--- src/rtl/cpu_run_ctrl.sv ---
// cpu_run_ctrl: sequences a CPU through reset, a budgeted run and a data-memory
// dump walk, gating the CPU clock enable and data-memory writes along the way.
module cpu_run_ctrl #(
    parameter int unsigned MAX_CYCLES = 250000,
    parameter int unsigned RST_CYCLES = 2,
    parameter int unsigned DUMP_WORDS = 64
) (
    input  logic        clk,
    input  logic        reset,
    input  logic        start,
    input  logic [31:0] pc_finished,
    input  logic [31:0] pc,
    input  logic        cpu_memwrite,
    input  logic        dump_ready,
    output logic        cpu_reset,
    output logic        cpu_en,
    output logic        mem_we,
    output logic [31:0] cycle_count,
    output logic        dump_valid,
    output logic [31:0] dump_addr,
    output logic        busy,
    output logic        done,
    output logic        timeout
);

    localparam int unsigned DW    = 32;
    localparam int unsigned RST_W = (RST_CYCLES > 1) ? $clog2(RST_CYCLES) : 1;

    localparam logic [RST_W-1:0] RST_LAST  = RST_W'(RST_CYCLES - 1);
    localparam logic [DW-1:0]    CNT_LAST  = DW'(MAX_CYCLES - 1);
    localparam logic [DW-1:0]    ADDR_LAST = DW'(4 * (DUMP_WORDS - 1));

    typedef enum logic [2:0] {
        S_IDLE,
        S_RST,
        S_RUN,
        S_DUMP,
        S_DONE
    } state_t;

    state_t           r_state;
    logic [RST_W-1:0] r_rst_cnt;
    logic             r_cpu_reset;
    logic [DW-1:0]    r_cycle_count;
    logic             r_dump_valid;
    logic [DW-1:0]    r_dump_addr;
    logic             r_busy;
    logic             r_done;
    logic             r_timeout;

    logic             w_halt;
    logic             w_cpu_en;
    logic [DW-1:0]    w_cnt_inc;

    // Halt detection and the combinational enable that keeps the halt-PC cycle from executing
    assign w_halt    = (pc == pc_finished);
    assign w_cpu_en  = (r_state == S_RUN) && !w_halt;
    assign w_cnt_inc = (r_cycle_count == '1) ? r_cycle_count : r_cycle_count + DW'(1);

    assign cpu_en      = w_cpu_en;
    assign mem_we      = cpu_memwrite && w_cpu_en;
    assign cpu_reset   = r_cpu_reset;
    assign cycle_count = r_cycle_count;
    assign dump_valid  = r_dump_valid;
    assign dump_addr   = r_dump_addr;
    assign busy        = r_busy;
    assign done        = r_done;
    assign timeout     = r_timeout;

    // Run-control FSM; registered outputs are updated together with each transition
    always_ff @(posedge clk or negedge reset) begin
        if (!reset) begin
            r_state       <= S_IDLE;
            r_rst_cnt     <= '0;
            r_cpu_reset   <= 1'b1;
            r_cycle_count <= '0;
            r_dump_valid  <= 1'b0;
            r_dump_addr   <= '0;
            r_busy        <= 1'b0;
            r_done        <= 1'b0;
            r_timeout     <= 1'b0;
        end else begin
            case (r_state)
                S_IDLE, S_DONE: begin
                    if (start) begin
                        r_state       <= S_RST;
                        r_rst_cnt     <= '0;
                        r_cycle_count <= '0;
                        r_dump_addr   <= '0;
                        r_done        <= 1'b0;
                        r_timeout     <= 1'b0;
                        r_busy        <= 1'b1;
                    end
                end
                S_RST: begin
                    if (r_rst_cnt == RST_LAST) begin
                        r_state     <= S_RUN;
                        r_cpu_reset <= 1'b0;
                    end else begin
                        r_rst_cnt <= r_rst_cnt + RST_W'(1);
                    end
                end
                S_RUN: begin
                    // Halt wins: at the halt PC the enable is low, so the budget check cannot fire
                    if (w_halt) begin
                        r_state      <= S_DUMP;
                        r_dump_valid <= 1'b1;
                        r_dump_addr  <= '0;
                    end else begin
                        r_cycle_count <= w_cnt_inc;
                        if (r_cycle_count == CNT_LAST) begin
                            r_state     <= S_DONE;
                            r_timeout   <= 1'b1;
                            r_done      <= 1'b1;
                            r_busy      <= 1'b0;
                            r_cpu_reset <= 1'b1;
                        end
                    end
                end
                S_DUMP: begin
                    if (dump_ready) begin
                        if (r_dump_addr == ADDR_LAST) begin
                            r_state      <= S_DONE;
                            r_dump_addr  <= '0;
                            r_dump_valid <= 1'b0;
                            r_done       <= 1'b1;
                            r_busy       <= 1'b0;
                            r_cpu_reset  <= 1'b1;
                        end else begin
                            r_dump_addr <= r_dump_addr + DW'(4);
                        end
                    end
                end
                default: begin
                    r_state      <= S_IDLE;
                    r_cpu_reset  <= 1'b1;
                    r_dump_valid <= 1'b0;
                    r_busy       <= 1'b0;
                end
            endcase
        end
    end

endmodule

--- config.mk ---
export PLATFORM = sky130hd
export DESIGN_NAME = cpu_run_ctrl
export DESIGN_NICKNAME = d
export VERILOG_FILES = /design/src/rtl/cpu_run_ctrl.sv
export SDC_FILE = /design/constraint.sdc
export NUM_CORES = 1
export LEC_CHECK = 0
export ABC_AREA = 1
export CAP_MARGIN = 20
export CORE_ASPECT_RATIO = 0.6
export CORE_MARGIN = 3
export CORE_UTILIZATION = 45
export DETAILED_ROUTE_END_ITERATION = 16
export GPL_TIMING_DRIVEN = 0
export HOLD_SLACK_MARGIN = 0.06
export PLACE_DENSITY = 0.73
export SYNTH_ARGS = -nofsm -noshare
export SYNTH_HDL_FRONTEND = slang
export SYNTH_SLANG_ARGS = --single-unit
--- constraint.sdc ---
create_clock -name clk -period 4 [get_ports clk]
set_clock_uncertainty 0.2 [all_clocks]
set_input_delay 0.8 -clock clk [delete_from_list [all_inputs] [get_ports clk]]
set_output_delay 0.8 -clock clk [all_outputs]
set_load 0.01 [all_outputs]
==> impl_metrics.tcl <==
set metrics [dict create \
    min_path_type "in -> async" \
    clock-sinks 71 \
    path_cells "clkdlybuf4s50_1 -> xnor2_1 -> nand2_1 -> nor2_1 -> nand2_1 -> nor2_1 -> nand2_1 -> nand2_4 -> buf_4 -> nor2_1 -> clkdlybuf4s50_1" \
    timing.max_cap.violations 0 \
    die_h_um 95.0 \
    yosysMostFrequentCell "nand2_1" \
    rr_worst_depth 8 \
    min_period_ns 3.82 \
    crit_path_end_kind "output port" \
    grt_max_degree 45 \
    drt_iter0_markers 699 \
    grt_pass1_vias 6344 \
    fill_cells 1217 \
    slew_viol_final 0 \
    r2r_start "dump_addr[2]" \
    synthArstFlopShare_pct 100 \
    p_leak_nw 3.49 \
    clk_pin_slew_ns 0.06 \
    status "finished clean" \
    die_x_um 154 \
    hold_viol 0 \
    rr_endpoint "dump_addr[16]" \
    synth_area_leaders "dfrtp_1, nand2_1, nor2_1, nand3_1, inv_1" \
    syn_area_mm2 0.00594 \
    place_area_mm2 0.00754 \
    period_share_pct 95.5 \
    area_delta_synth_final_pct 33.3 \
    wl_per_cell_um 16.2 \
    rsz0062_at_grt "no" \
    num-nets-final 1247 \
    max_slew.worst_pin.slew_ns 0.766 \
    diodes 0 \
    start_kind "primary input" \
    final_antenna_net_count 0 \
    yosysWarnings 0 \
    tns_ns 0 \
    cts_buffers 9 \
    cp.required_ns 3.00 \
    cp_top_family "buffers and inverters" \
    fin_area_mm2 0.00791 \
    cts_root_buffer "clkbuf_16" \
    drc 0 \
    synth_area_per_cell_um2 5.81 \
    synth_edf_count 0 \
    io_pins 140 \
    crit_path_top_delay_cell "clkdlybuf4s50_1" \
    critPathMaxStageDelay_ns 0.48 \
    synth_top_cell_area_share_pct 29.5 \
    finalSetupViolCount 0 \
    cp.buffers_inverters 3 \
    synth-seq-cells 71 \
    portBuffers 137 \
    antenna_found_initial 0 \
    routabilityCongestion 1.01 \
    reg2reg_slack_ns 1.28 \
    clk_latency_ns 0.34 \
    layout.area.seq_mm2 0.00178 \
    via_per_inst 5.23 \
    ys_types 27 \
    fp-row-count 31 \
    cp_data_arrival_time_ns 2.82 \
    core_mm2 0.0125 \
    overflow 0 \
    slew_headroom_pct 48.5 \
    routed_wl_um 21800 \
    num_vias 7033 \
    cts-htree-levels 3 \
    synth_seq_area_share_pct 29.9 \
    clock_path_buffers 2 \
    drt_pass1_iterations 7 \
    cp_max_fo 10 \
    grt_pass1_wl_um 34200 \
    synth_commonest_cells "nand2_1, nor2_1, inv_1, nand3_1, dfrtp_1" \
    cts_tree "built" \
    cts_hold_buffers 0 \
    critPathKind "in -> out" \
    clock.fmax_mhz 262 \
    ir_drop_uv 283 \
    start_util_pct 47.7 \
    grt_use_total_pct 30.2 \
    synthFlopType "dfrtp_1" \
    dpl.hpwl_um 17800 \
    p_per_area_mw_per_mm2 367 \
    synth_top_area_cell "dfrtp_1" \
    die-area_mm2 0.0147 \
    syn_inst 1022 \
    multi_input_area_mm2 0.00367 \
    drive_gt1_share_pct 4.66 \
]
[registers in the layout, summed over array words and instances (netlist names)]
signal / count
r_state: 3
timeout: 1
cpu_reset: 1
cycle_count: 32
dump_addr: 30
busy: 1
dump_valid: 1
done: 1
r_rst_cnt: 1
[cell type report]
cell class / count / area share, %
Inverter: 92 / 4.36
Clock buffer: 10 / 2.89
Sequential cell: 71 / 22.5
Tap cell: 165 / 2.61
Multi-Input combinational cell: 830 / 46.4
Timing Repair Buffer: 141 / 17.9
Clock inverter: 6 / 1.17
Buffer: 30 / 2.12
[logic make-up (layout without fill, tap and decap cells)]
family / count (synthesis) / count (layout) / synth area share, %
buffers and inverters: 122 / 279 / 8.60
other: 1 / 2 / 0.0632
DFF: 71 / 71 / 29.9
and+or+nand+nor: 775 / 775 / 53.6
AOI/OAI and AO/OA: 5 / 5 / 0.506
xor gates and xnor gates: 45 / 45 / 6.64
adders and majority gates: 3 / 3 / 0.632
[power breakdown]
group | internal [mW] | switching [mW] | total (mW)
combinational | 0.393 | 0.785 | 1.18
sequential | 0.769 | 0.0671 | 0.836
clock | 0.551 | 0.341 | 0.892
total | 1.71 | 1.19 | 2.91
[worst max path at each step]
stage	end	slack (ns)	startpoint	cells past startpoint
after global placement	dump_addr[2]	-0.59	reset	1
after CTS	mem_we	0.006	pc_finished[5]	11
final	mem_we	0.18	pc_finished[11]	11
after floorplan	cpu_en	1.21	pc_finished[5]	9
after detailed placement	mem_we	-0.28	pc_finished[5]	11
after global routing	mem_we	0.01	pc_finished[27]	11
[worst reg2reg max path, cell delays in order, from the launching register on]
cell	delay, ns
dfrtp_1	0.55
ha_1	0.42
nand3_1	0.28
nor2_1	0.56
nand3_1	0.19
xor2_1	0.17
nor2_1	0.11
nand3_1	0.08
nand2_1	0.08
[per-stage QoR]
| step | hold slack, ns | utilization (%) | cells | worst slack, ns | power, mW |
|---|---|---|---|---|---|
| 2_1_floorplan | 0.251 | - | 1023 | 1.21 | 1.53 |
| 3_3_place_gp | 0.264 | 60.4 | 1325 | -0.589 | 1.97 |
| 3_5_place_dp | 0.269 | 60.6 | 1326 | -0.276 | 1.98 |
| 4_1_cts | 0.193 | 63.3 | 1342 | 0.00628 | 2.88 |
| 5_1_grt | 0.206 | 63.6 | 1345 | 0.0137 | 3.07 |
| 6_report | 0.180 | 63.6 | 1345 | 0.178 | 2.91 |
[layer usage]
metal / global-route usage, % / share of wire [%]
met5: 0 / 0
met4: 4.41 / 0.87
met3: 12.4 / 15
met2: 40.0 / 37
met1: 46.0 / 48
[cell usage in the layout, fill, tap and decap left out, types with 2 or more instances in the layout]
cell | netlist | routed
bufinv_16 | 0 | 2
buf_1 | 3 | 3
nand3_1 | 72 | 72
xnor2_2 | 0 | 2
nor2_1 | 197 | 197
nor3b_1 | 3 | 3
nor3_1 | 24 | 24
inv_1 | 88 | 88
dfrtp_1 | 70 | 70
xor2_1 | 16 | 16
nand2_2 | 2 | 2
inv_2 | 4 | 4
nor2_4 | 3 | 3
ha_1 | 3 | 3
buf_4 | 5 | 10
clkdlybuf4s50_1 | 0 | 136
buf_6 | 3 | 3
clkinvlp_4 | 0 | 2
conb_1 | 1 | 2
clkbuf_16 | 0 | 9
xnor2_1 | 29 | 27
clkbuf_1 | 10 | 11
buf_2 | 9 | 8
nand4_1 | 38 | 38
nor2_2 | 4 | 4
a21oi_1 | 3 | 3
nand2_1 | 430 | 429
inv_6 | 0 | 2
[what timing repair did]
item	in CTS	in global routing
hold endpoints to repair	0	0
gates resized for setup	3	2
pin swaps	0	1
setup buffers	0	3
endpoints found under the setup margin	2	2
No activity file was read; power rests on OpenSTA's default activity.
